## config.mk

```make
export PLATFORM = sky130hd
export DESIGN_NAME = button_event_controller
export DESIGN_NICKNAME = d
export VERILOG_FILES = /design/src/rtl/button_event_pkg.sv /design/src/rtl/button_event_channel.sv /design/src/rtl/button_event_controller.sv
export SDC_FILE = /design/constraint.sdc
export NUM_CORES = 1
export LEC_CHECK = 0
export CAP_MARGIN = 20
export CORE_ASPECT_RATIO = 1.4
export CORE_UTILIZATION = 40
export CTS_BUF_LIST = sky130_fd_sc_hd__clkbuf_8
export DETAILED_ROUTE_END_ITERATION = 8
export PLACE_DENSITY_LB_ADDON = 0.05
export SYNTH_ARGS = -nofsm -noshare
export SYNTH_HDL_FRONTEND = slang
export SYNTH_SLANG_ARGS = --single-unit
```

## constraint.sdc

```tcl
create_clock -name clk -period 2.8 [get_ports clk]
set_input_delay 0.84 -clock clk [delete_from_list [all_inputs] [get_ports clk]]
set_output_delay 0.84 -clock clk [all_outputs]
set_load 0.01 [all_outputs]
```

## src/rtl/button_event_pkg.sv

```systemverilog
// Shared types and sizing helper for the button event controller.
// BUTTON_EVENT_REPEAT_EN adds REPEAT events and sizes the hold counter for them.
package button_event_pkg;

   typedef enum logic [2:0] {
      PRESS         = 3'd0,
      RELEASE_SHORT = 3'd1,
      LONG_PRESS    = 3'd2,
      REPEAT        = 3'd3,
      RELEASE_LONG  = 3'd4
   } event_code_e;

   typedef enum logic [1:0] {
      IDLE = 2'd0,
      HELD = 2'd1,
      LONG = 2'd2
   } channel_state_e;

`ifdef BUTTON_EVENT_REPEAT_EN
   function automatic int counter_width(input int long_cycles, input int repeat_cycles);
      int span;
      span = (long_cycles > repeat_cycles) ? long_cycles : repeat_cycles;
      return ($clog2(span) > 1) ? $clog2(span) : 1;
   endfunction
`else
   function automatic int counter_width(input int long_cycles);
      return ($clog2(long_cycles) > 1) ? $clog2(long_cycles) : 1;
   endfunction
`endif

endpackage

```

## src/rtl/button_event_channel.sv

```systemverilog
// One input channel: edge detect, hold-time FSM, one-deep pending slot and sticky drop flag.
// BUTTON_EVENT_REPEAT_EN enables REPEAT generation while the button stays in LONG.
module button_event_channel
   import button_event_pkg::*;
#(
   parameter int Long_Press_Cycles = 35_000_000
`ifdef BUTTON_EVENT_REPEAT_EN
   , parameter int Repeat_Cycles = 7_000_000
`endif
) (
   input  logic       clk,
   input  logic       async_rst_n,
   input  logic       clk_en,
   input  logic       level,
   input  logic       grant,
   input  logic       overflow_clear,
   output logic       pending,
   output logic [2:0] pending_code,
   output logic       overflow,
   output logic [1:0] state
);

`ifdef BUTTON_EVENT_REPEAT_EN
   localparam int Count_Width = counter_width(Long_Press_Cycles, Repeat_Cycles);
   localparam logic [Count_Width-1:0] Repeat_Last = Count_Width'(Repeat_Cycles - 1);
`else
   localparam int Count_Width = counter_width(Long_Press_Cycles);
`endif
   localparam logic [Count_Width-1:0] Long_Last = Count_Width'(Long_Press_Cycles - 1);

   logic                   level_prev;
   logic                   rise;
   logic                   fall;
   channel_state_e         state_q;
   channel_state_e         state_d;
   logic [Count_Width-1:0] count_q;
   logic [Count_Width-1:0] count_d;
   logic                   raise;
   event_code_e            raise_code;
   logic                   full_q;
   event_code_e            code_q;
   logic                   overflow_q;
   logic                   store;
   logic                   drop;

   assign rise = clk_en & level & ~level_prev;
   assign fall = clk_en & ~level & level_prev;

   always_ff @(posedge clk or negedge async_rst_n) begin
      if (!async_rst_n) begin
         level_prev <= 1'b0;
         state_q    <= IDLE;
         count_q    <= '0;
      end else begin
         if (clk_en) begin
            level_prev <= level;
         end
         state_q <= state_d;
         count_q <= count_d;
      end
   end

   // A fall is tested before the terminal count so a release never also reports a long press.
   always_comb begin
      state_d    = state_q;
      count_d    = count_q;
      raise      = 1'b0;
      raise_code = PRESS;
      if (clk_en) begin
         case (state_q)
            IDLE: begin
               if (rise) begin
                  state_d    = HELD;
                  count_d    = '0;
                  raise      = 1'b1;
                  raise_code = PRESS;
               end
            end
            HELD: begin
               if (fall) begin
                  state_d    = IDLE;
                  count_d    = '0;
                  raise      = 1'b1;
                  raise_code = RELEASE_SHORT;
               end else if (count_q == Long_Last) begin
                  state_d    = LONG;
                  count_d    = '0;
                  raise      = 1'b1;
                  raise_code = LONG_PRESS;
               end else begin
                  count_d = count_q + 1'b1;
               end
            end
            LONG: begin
               if (fall) begin
                  state_d    = IDLE;
                  count_d    = '0;
                  raise      = 1'b1;
                  raise_code = RELEASE_LONG;
`ifdef BUTTON_EVENT_REPEAT_EN
               end else if (count_q == Repeat_Last) begin
                  count_d    = '0;
                  raise      = 1'b1;
                  raise_code = REPEAT;
               end else begin
                  count_d = count_q + 1'b1;
`endif
               end
            end
            default: begin
               state_d = IDLE;
               count_d = '0;
            end
         endcase
      end
   end

   // A slot being granted this cycle is free for the newly raised event.
   assign store = raise & (~full_q | grant);
   assign drop  = raise & full_q & ~grant;

   always_ff @(posedge clk or negedge async_rst_n) begin
      if (!async_rst_n) begin
         full_q     <= 1'b0;
         code_q     <= PRESS;
         overflow_q <= 1'b0;
      end else begin
         if (store) begin
            full_q <= 1'b1;
            code_q <= raise_code;
         end else if (grant) begin
            full_q <= 1'b0;
         end
         overflow_q <= (overflow_q & ~overflow_clear) | drop;
      end
   end

   assign pending      = full_q;
   assign pending_code = code_q;
   assign overflow     = overflow_q;
   assign state        = state_q;

endmodule

```

## src/rtl/button_event_controller.sv

```systemverilog
// Per-channel hold sequencers sharing one registered event port through a round-robin arbiter.
// BUTTON_EVENT_REPEAT_EN enables REPEAT events; channel_state exposes each channel FSM for debug.
module button_event_controller
   import button_event_pkg::*;
#(
   parameter int Channel_Count     = 4,
   parameter int Long_Press_Cycles = 35_000_000,
   parameter int Repeat_Cycles     = 7_000_000,
   localparam int Channel_Width    = ($clog2(Channel_Count) > 1) ? $clog2(Channel_Count) : 1
) (
   input  logic                       clk,
   input  logic                       async_rst_n,
   input  logic                       clk_en,
   input  logic [Channel_Count-1:0]   levels_in,
   output logic                       event_valid,
   input  logic                       event_ready,
   output logic [Channel_Width-1:0]   event_channel,
   output logic [2:0]                 event_code,
   output logic [Channel_Count-1:0]   overflow,
   input  logic [Channel_Count-1:0]   overflow_clear,
   output logic [2*Channel_Count-1:0] channel_state
);

   localparam int Sum_Width = Channel_Width + 1;

   if (Channel_Count < 2) begin : g_bad_channel_count
      $error("Channel_Count must be at least 2");
   end
   if (Long_Press_Cycles < 2) begin : g_bad_long_press
      $error("Long_Press_Cycles must be at least 2");
   end
   if (Repeat_Cycles < 2) begin : g_bad_repeat
      $error("Repeat_Cycles must be at least 2");
   end

   logic [Channel_Count-1:0] pending;
   logic [2:0]               slot_code [Channel_Count];
   logic [Channel_Count-1:0] grant;
   logic [Channel_Width-1:0] rr_ptr;
   logic [Channel_Width-1:0] pick;
   logic [Channel_Width-1:0] next_rr;
   logic [Sum_Width-1:0]     cand;
   logic                     found;
   logic                     load;

   for (genvar g = 0; g < Channel_Count; g++) begin : g_channel
      button_event_channel #(
         .Long_Press_Cycles(Long_Press_Cycles)
`ifdef BUTTON_EVENT_REPEAT_EN
         , .Repeat_Cycles(Repeat_Cycles)
`endif
      ) u_channel (
         .clk           (clk),
         .async_rst_n   (async_rst_n),
         .clk_en        (clk_en),
         .level         (levels_in[g]),
         .grant         (grant[g]),
         .overflow_clear(overflow_clear[g]),
         .pending       (pending[g]),
         .pending_code  (slot_code[g]),
         .overflow      (overflow[g]),
         .state         (channel_state[2*g +: 2])
      );
   end

   // First full slot at or after rr_ptr, wrapping around the channel count.
   always_comb begin
      found = 1'b0;
      pick  = '0;
      cand  = '0;
      for (int i = 0; i < Channel_Count; i++) begin
         cand = {1'b0, rr_ptr} + Sum_Width'(i);
         if (cand >= Sum_Width'(Channel_Count)) begin
            cand = cand - Sum_Width'(Channel_Count);
         end
         if (!found && pending[cand[Channel_Width-1:0]]) begin
            found = 1'b1;
            pick  = cand[Channel_Width-1:0];
         end
      end
   end

   // Handshake: event_valid/event_channel/event_code hold until a cycle with
   // event_valid && event_ready; the next event loads in that same cycle, so
   // transfers can occur every cycle. Arbitration runs regardless of clk_en.
   assign load    = ~event_valid | event_ready;
   assign next_rr = (pick == Channel_Width'(Channel_Count - 1)) ? '0 : pick + 1'b1;

   always_comb begin
      grant = '0;
      if (load && found) begin
         grant[pick] = 1'b1;
      end
   end

   always_ff @(posedge clk or negedge async_rst_n) begin
      if (!async_rst_n) begin
         event_valid   <= 1'b0;
         event_channel <= '0;
         event_code    <= 3'd0;
         rr_ptr        <= '0;
      end else if (load) begin
         event_valid <= found;
         if (found) begin
            event_channel <= pick;
            event_code    <= slot_code[pick];
            rr_ptr        <= next_rr;
         end
      end
   end

endmodule

```

Yosys cells after proc, flatten, opt, wreduce, memory -nomap -nowiden
Cells that the tools add are included.
{ "word_totals": {"ff_bits": 144, "inputBits": 12, "output_inout_bits": 18, "word_cells": 283} }
{ "op_classes": {"n_addsub": 12, "n_lt_le_gt_ge": 11, "eq_ne": 25, "muxes": 119, "bitwise": 63, "n_reduce_logical": 25} }
{ "ops": {"columns": ["op", "n"], "rows": [
  ["$mux 26", 16],
  ["$pmux 26 s3", 4],
  ["$add 26x1->26 const B", 4],
  ["$eq 26x26->1 const B", 4],
  ["$mux 2", 29],
  ["$mux 3", 14],
  ["$mux 1", 37],
  ["$and 1x1->1", 32],
  ["$pmux 2 s3", 4],
  ["$pmux 3 s2", 4],
  ["$not 1->1", 21],
  ["$ne 2x1->1 const B", 8],
  ["$reduce_and 4->1", 4],
  ["$lt 2x3->1 const B", 5],
  ["$ge 3x3->1 const B", 4],
  ["$ne 3x1->1 const B", 4],
  ["$pmux 1 s3", 4],
  ["$reduce_and 3->1", 4],
  ["$eq 2x2->1 const B", 5],
  ["$or 1x1->1", 9],
  ["$bmux 1 s2", 4],
  ["$eq 2x1->1 const B", 4],
  ["$logic_not 2->1", 4],
  ["$reduce_bool 2->1", 4],
  ["other kinds (13)", 23]
]} }

Depth between registers and ports, before layout
{ "depth": {"ltp_word": 22, "ltp_mapped": 11, "ltp_nobuf": 10} }

Modules after synthesis
Synthesis repeated with hierarchy kept, for this count alone.
{ "unflattened": {"hier_cells": 917, "area_unflattened_um2": 8498.2} }
{ "modules_own_cells": {"columns": ["mod", "instances", "cells_per_inst", "area_per_inst_um2", "seq_area_each_um2"], "rows": [
  ["button_event_channel (g_channel[0].u_channel ...)", 3, 210, 1961.9, 850.8],
  ["button_event_channel (g_channel[1].u_channel)", 1, 218, 1984.4, 850.8],
  ["button_event_controller", 1, 69, 628.1, 200.2]
]} }

Least setup slack after synthesis
Ideal clock, no wire load.
{ "synth_timing": {"kind": "flip-flop to flip-flop", "from": "reg g_channel[1].u_channel.full_q", "to": "reg g_channel[2].u_channel.code_q[0]", "setup_ps": 122, "t_arrival_ps": 2258, "t_required_ps": 2678, "slack_ps": 420, "path_stages_with_launch": 11, "path_buffers": 1, "synth_period_minus_slack_ps": 2380, "cell_sequence": "dfrtp_1 > clkbuf_1 > inv_1 > a21oi_1 > o221ai_2 > ha_1 > inv_1 > o21ai_0 > nor3b_1 > nand2_1 > a32o_1"} }
{ "synth_via": {"elab_chain_len": 19, "elab_cells_between_ends": 31, "cone_classes": "order compare (2); mux (19); bitwise (2); reduce/logical (8)"} }
{ "synth_rtl": {"columns": ["element", "line", "source"], "rows": [
  ["from (decl)", "button_event_channel.sv:40", "logic full_q;"],
  ["from (signal assigned)", "button_event_channel.sv:124", "full_q <= 1'b0;"],
  ["from (signal assigned)", "button_event_channel.sv:129", "full_q <= 1'b1;"],
  ["from (signal assigned)", "button_event_channel.sv:132", "full_q <= 1'b0;"],
  ["$bmux 1 s2", "button_event_controller.sv:76", "if (!found && pending[cand[Channel_Width-1:0]]) begin"],
  ["$mux 1 (not written as such)", "button_event_controller.sv:76", null],
  ["$mux 1", "button_event_controller.sv:76", null],
  ["$logic_not 1->1", "button_event_controller.sv:76", null],
  ["$logic_and 1x1->1", "button_event_controller.sv:76", null],
  ["$mux 1", "button_event_controller.sv:76", null],
  ["$logic_not 1->1", "button_event_controller.sv:76", null],
  ["$logic_and 1x1->1", "button_event_controller.sv:76", null],
  ["[... 3 more ...]", null, null],
  ["$mux 2", "button_event_controller.sv:76", null],
  ["$lt 2x3->1 (not written as such) / $ge 2x1->1 (equally long branches)", "button_event_controller.sv:92", "grant[pick] = 1'b1;"],
  ["$logic_and 1x1->1 (not written as such)", "button_event_controller.sv:92", null],
  ["$mux 1 (not written as such)", "button_event_controller.sv:92", null],
  ["$demux 1 s2", "button_event_controller.sv:92", null],
  ["$mux 4 *", "button_event_controller.sv:91", "if (load && found) begin"],
  ["$or 1x1->1 *", "button_event_channel.sv:119", "assign store = raise & (~full_q | grant);"],
  ["$and 1x1->1 *", "button_event_channel.sv:119", null],
  ["to (signal assigned)", "button_event_channel.sv:130", "code_q <= raise_code;"],
  ["to (decl)", "button_event_channel.sv:41", "event_code_e code_q;"]
]} }
Every way passes the cells marked *; elsewhere a longest branch is shown, timed or not. The select of a mux whose other input is x is not followed.
A chain may end at the register's enable or synchronous reset.

Worst setup path after layout
{ "layout_timing": {"from": "in clk_en", "to": "reg g_channel[3].u_channel.count_q[14]"} }
{ "layout_via": {"elab_chain_len": 4, "elab_cells_between_ends": 9, "cone_classes": "eq/ne (2); mux (2); bitwise (4); reduce/logical (1)"} }
{ "layout_rtl": {"columns": ["element", "line", "source"], "rows": [
  ["from (decl)", "button_event_controller.sv:13", "input logic clk_en,"],
  ["$and 1x1->1, on equally long branches (2 in series)", "button_event_channel.sv:47, button_event_channel.sv:46", null],
  ["$mux 26 / $ne 2x1->1 (equally long branches)", null, null],
  ["$pmux 26 s3 / $reduce_and 3->1 (equally long branches)", null, null],
  ["to (signal assigned)", "button_event_channel.sv:59", "count_q <= count_d;"],
  ["to (decl)", "button_event_channel.sv:36", "logic [Count_Width-1:0] count_q;"]
]} }
Parallel ways exist; a longest one is shown, timed or not.

==> results by stage <==
Outcome:
- The run finished with clean final reports.

Die:
- The floorplan step set the die width to 123 microns.
- The die covers 21000 sq um.
- The die height is 171 microns.
- The starting utilization of the core area is 0.411.
- During I/O placement, the number of pins put on the boundary was 30.
- The floorplan has 61 rows.
- The area of the core is 19900 sq um.

Synth:
- The number of synthesized flops with an enable pin is 0.
- The synthesized-area fraction occupied by and/or/nand/nor cells is 0.224.
- The top-area cell type share of the netlist area is 0.440.
- After synthesis, the netlist uses 73 different library cells.
- The instance count of the mapped netlist is 856.
- The number of flip-flops and latches in the synthesized netlist is 144.
- In the post-synthesis netlist, the biggest area contributors are sky130_fd_sc_hd__dfrtp_1, sky130_fd_sc_hd__xor2_1, sky130_fd_sc_hd__nor2_1.
- The number of warning messages in the yosys log is 0.
- In the synthesized netlist the async set-or-reset flop fraction comes to 1.00.
- The sequential cell area fraction in the yosys report is 0.440.
- The dominant cell type by area after synthesis is sky130_fd_sc_hd__dfrtp_1.
- The complex-gate fraction of the synthesized area was 0.172.
- In the synthesized netlist the dominant register cell turns out to be sky130_fd_sc_hd__dfrtp_1.
- The share of the synthesized netlist area taken by xor and xnor gates is 0.0621.
- After synthesis, the largest family of logic cells by area is simple AND/OR/NAND/NOR gates.
- Of the total synthesized cell area, the portion taken by full adders, half adders and majority gates is 0.0367.
- The cell area after synthesis is 8180 sq um.
- A synthesized cell averages 9.56 sq um.
- Of the post-synthesis cell area, the part taken by muxes is 0.0231.
- The synthesized net count is 892.

Place:
- The count of buffers added on input and output ports is 29.
- The detailed-placement wirelength estimate is 14.7 mm.
- Once placement completed, the tool counted placed cells totaling 1164.
- The weighted congestion reported at the end of routability-driven placement is 0.815.

Timing:
- The portion of the clock cycle consumed by the worst path in the final layout is 0.894.
- The number of max-slew violations in the final report is 0.
- The clock arrives with 0.0128 ns of skew.
- The total count of hold-check failures in the final report was 0.
- The number of failing setup endpoints in the final timing report is 0.
- The minimum clock period after layout is 2.50 ns.
- The highest achievable clock rate is 0.399 GHz.
- Setup repair after global routing left no endpoint under its margin.
- For the pin with the worst max-slew slack, the measured transition is 0.834 ns.
- In this run the tightest slew margin relative to its limit is 0.440.

Global routing:
- The number of global-route vias before repair is 7017.
- The wire length of the first global-routing pass is 34.0 mm.
- The overall overflow remaining after global route is 0.
- The initial antenna violation count came to 0.
- The global routing usage summed across all routing layers is 0.205.
- Entering global routing, the biggest net connects 52 pins.

Critical path:
- The worst setup path is captured at a flop.
- The critical path required time is 3.18 ns.
- The peak fanout along the critical path is 14.
- The launching element type of the critical path is an input pin.
- Data arrives at the worst endpoint at 2.89 ns.
- The category of the most critical setup path is input pin to flop.

Power and ir drop:
- The maximum ir drop on the vdd rail is 0.000292 V.
- In this run the power density over the cells is 658 nW/um^2.
- The leakage power is 4.12 nW.

Job:
- The number of max-cap violations is 0.

Clock tree:
- The buffer type at the clock tree root is sky130_fd_sc_hd__clkbuf_8.
- The clock drives 144 sinks.
- The number of buffers added for setup after CTS is 0.
- The CTS tree is done.
- The buffer levels on the longest clock path is 2.
- The post-cts gate resize count is 0.
- Buffers inserted during clock tree synthesis total 17.
- For the worst-skew pair, the clock arrives at the later sink with an insertion delay of 0.46 ns.
- The hold buffer count at CTS is 0.
- The clock tree synthesis step divided the H-tree into 4 levels.
- The clock edge transition at the registers on the reported setup and hold paths is 0.09 ns.

Drt:
- The number of remaining DRC errors is 0.
- Summed over all nets, wire length on met3 after detailed routing comes to 526 microns.
- The topmost layer with routed signal wires is met4.
- The detail route stage leaves a number of antenna-violating nets equal to 0.
- Summing over every cut layer, the via total after detailed routing is 6729.
- The routed wire length on met2 is 10.5 mm.
- The first detailed-routing pass ran for 4 iterations.
- The number of violations reported at the end of detailed-routing iteration 0 is 278.
- In the final routed layout, each cell accounts on average for 16.7 microns.
- The detailed-route wire length on metal 1 is 8.51 mm.
- The total length of routed wires is 20.0 mm.
- After detailed routing, the number of vias per cell comes to 5.63.

Final layout:
- In the final layout, the share of cells above drive strength 1 is 0.143.
- The net count reported at finish is 967.
- The filler cells instantiated in the layout total 1899.
- The finished layout holds 1196 standard cells, fillers aside.
- For this run, the share of the core covered by cells in the final layout is 0.482.
- The number of diodes added for antenna fixing is 0.
- Relative to the synthesized area, the layout overhead comes to 17.3%.

Worst hold path:
- The class of the tightest hold or removal check is input pin to asynchronous set/reset pin.
layout by cell type (no fill, tap or decap), drive strengths merged, types with 6 or more instances in the layout:
cell | Yosys | final
dfrtp | 144 | 144
nor2 | 86 | 86
nand2 | 64 | 64
buf | 20 | 64
o21ai | 55 | 55
xor2 | 52 | 52
inv | 40 | 44
a21oi | 41 | 41
o2111ai | 28 | 28
clkdlybuf4s50 | 0 | 28
and3 | 24 | 24
ha | 24 | 24
o211ai | 23 | 23
nand3 | 22 | 22
or4 | 20 | 20
or3 | 18 | 18
clkbuf | 16 | 18
o31ai | 16 | 16
nand4 | 13 | 13
nor4 | 12 | 12
nor3 | 11 | 11
nand2b | 10 | 10
and2 | 9 | 9
mux2 | 9 | 9
nor2b | 8 | 8
mux2i | 8 | 8
nand3b | 7 | 7
xnor2 | 6 | 6
metrics by stage:
stage	setup WS [ns]	hold slack, ns	power [W]	TNS [ns]	instance area [sq um]
2_1_floorplan	0.420	0.466	0.00373	0	8180
3_3_place_gp	-0.141	0.485	0.00451	-1.35	9170
3_5_place_dp	-0.168	0.487	0.00457	-2.62	9170
4_1_cts	0.152	0.334	0.00640	0	9600
5_1_grt	0.124	0.356	0.00673	0	9600
6_report	0.297	0.328	0.00632	0	9600
metal layers:
layer  GRT usage  up-vias
met5           0        -
met1       0.235     3307
li1            -     3283
met4      0.0801        0
met3      0.0388       36
met2       0.371      103
state kept, by name, indices dropped and copies added, names as in the netlist:
| register | count |
|---|---|
| g_channel.u_channel.count_q | 104 |
| g_channel.u_channel.pending_code | 12 |
| g_channel.u_channel.state | 8 |
| g_channel.u_channel.level_prev | 4 |
| g_channel.u_channel.overflow | 4 |
| g_channel.u_channel.pending | 4 |
| event_code | 3 |
| event_channel | 2 |
| rr_ptr | 2 |
| event_valid | 1 |
worst paths after layout:
kind / depth (start not counted) / to / from / slack [ns]
worst min register to register: 2 / event_channel[1] / event_channel[1] / 0.50
max in group asynchronous: 2 / g_channel[2].u_channel.count_q[25] / async_rst_n / 1.79
min in group clk: 2 / event_channel[1] / event_channel[1] / 0.50
worst max-delay path: 7 / g_channel[3].u_channel.count_q[14] / clk_en / 0.30
worst min-delay path: 1 / g_channel[1].u_channel.count_q[7] / async_rst_n / 0.33
worst max register to register: 9 / g_channel[3].u_channel.pending_code[2] / g_channel[0].u_channel.pending / 0.42
synthesized netlist by cell type, drive strengths merged, types with 5 or more instances:
cell / instances
a21oi: 41
nand4: 13
xor2: 52
nand3b: 7
clkbuf: 16
nor2b: 8
xnor2: 6
o221ai: 5
or3: 18
nand2: 64
or4: 20
nor2: 86
nor4b: 5
inv: 40
nor4: 12
ha: 24
or2: 5
and2: 9
mux2i: 8
nand3: 22
o21ai: 55
nor3: 11
o31ai: 16
o2111ai: 28
and3: 24
o22ai: 5
o211ai: 23
mux2: 9
nand2b: 10
or4b: 5
dfrtp: 144
buf: 20
kinds of logic (layout without fill, tap and decap cells):
| family | count (synthesis) | in the layout |
|---|---|---|
| and+or+nand+nor | 331 | 331 |
| buffers and inverters | 76 | 164 |
| adders and majority gates | 24 | 24 |
| AOI/OAI and AO/OA | 206 | 206 |
| muxes | 17 | 17 |
| DFF | 144 | 144 |
| xor gates and xnor gates | 58 | 58 |
where the power goes:
part	internal (W)	switching (W)	leakage [nW]
Combinational	0.000866	0.00113	1.95
Clock	0.000919	0.000883	0.203
Sequential	0.00228	0.000230	1.96
Total	0.00407	0.00225	4.12
critical path, stage by stage:
cell                              delay (ns)
sky130_fd_sc_hd__clkdlybuf4s50_1        0.49
sky130_fd_sc_hd__inv_2                  0.05
sky130_fd_sc_hd__nor4b_1                0.27
sky130_fd_sc_hd__buf_4                  0.18
sky130_fd_sc_hd__o21ai_1                0.29
sky130_fd_sc_hd__or4_1                  0.59
sky130_fd_sc_hd__a21oi_1                0.17
final cells by class:
cell class | count | area (sq um) | share of cell area
Sequential cell | 144 | 3600 | 0.375
Clock buffer | 18 | 248 | 0.0258
Multi-Input combinational cell | 636 | 4250 | 0.443
Clock inverter | 14 | 181 | 0.0189
Inverter | 40 | 150 | 0.0156
Timing Repair Buffer | 92 | 852 | 0.0887
Tap cell | 252 | 315 | 0.0328
Note: power is estimated with default switching activity, not from simulation.
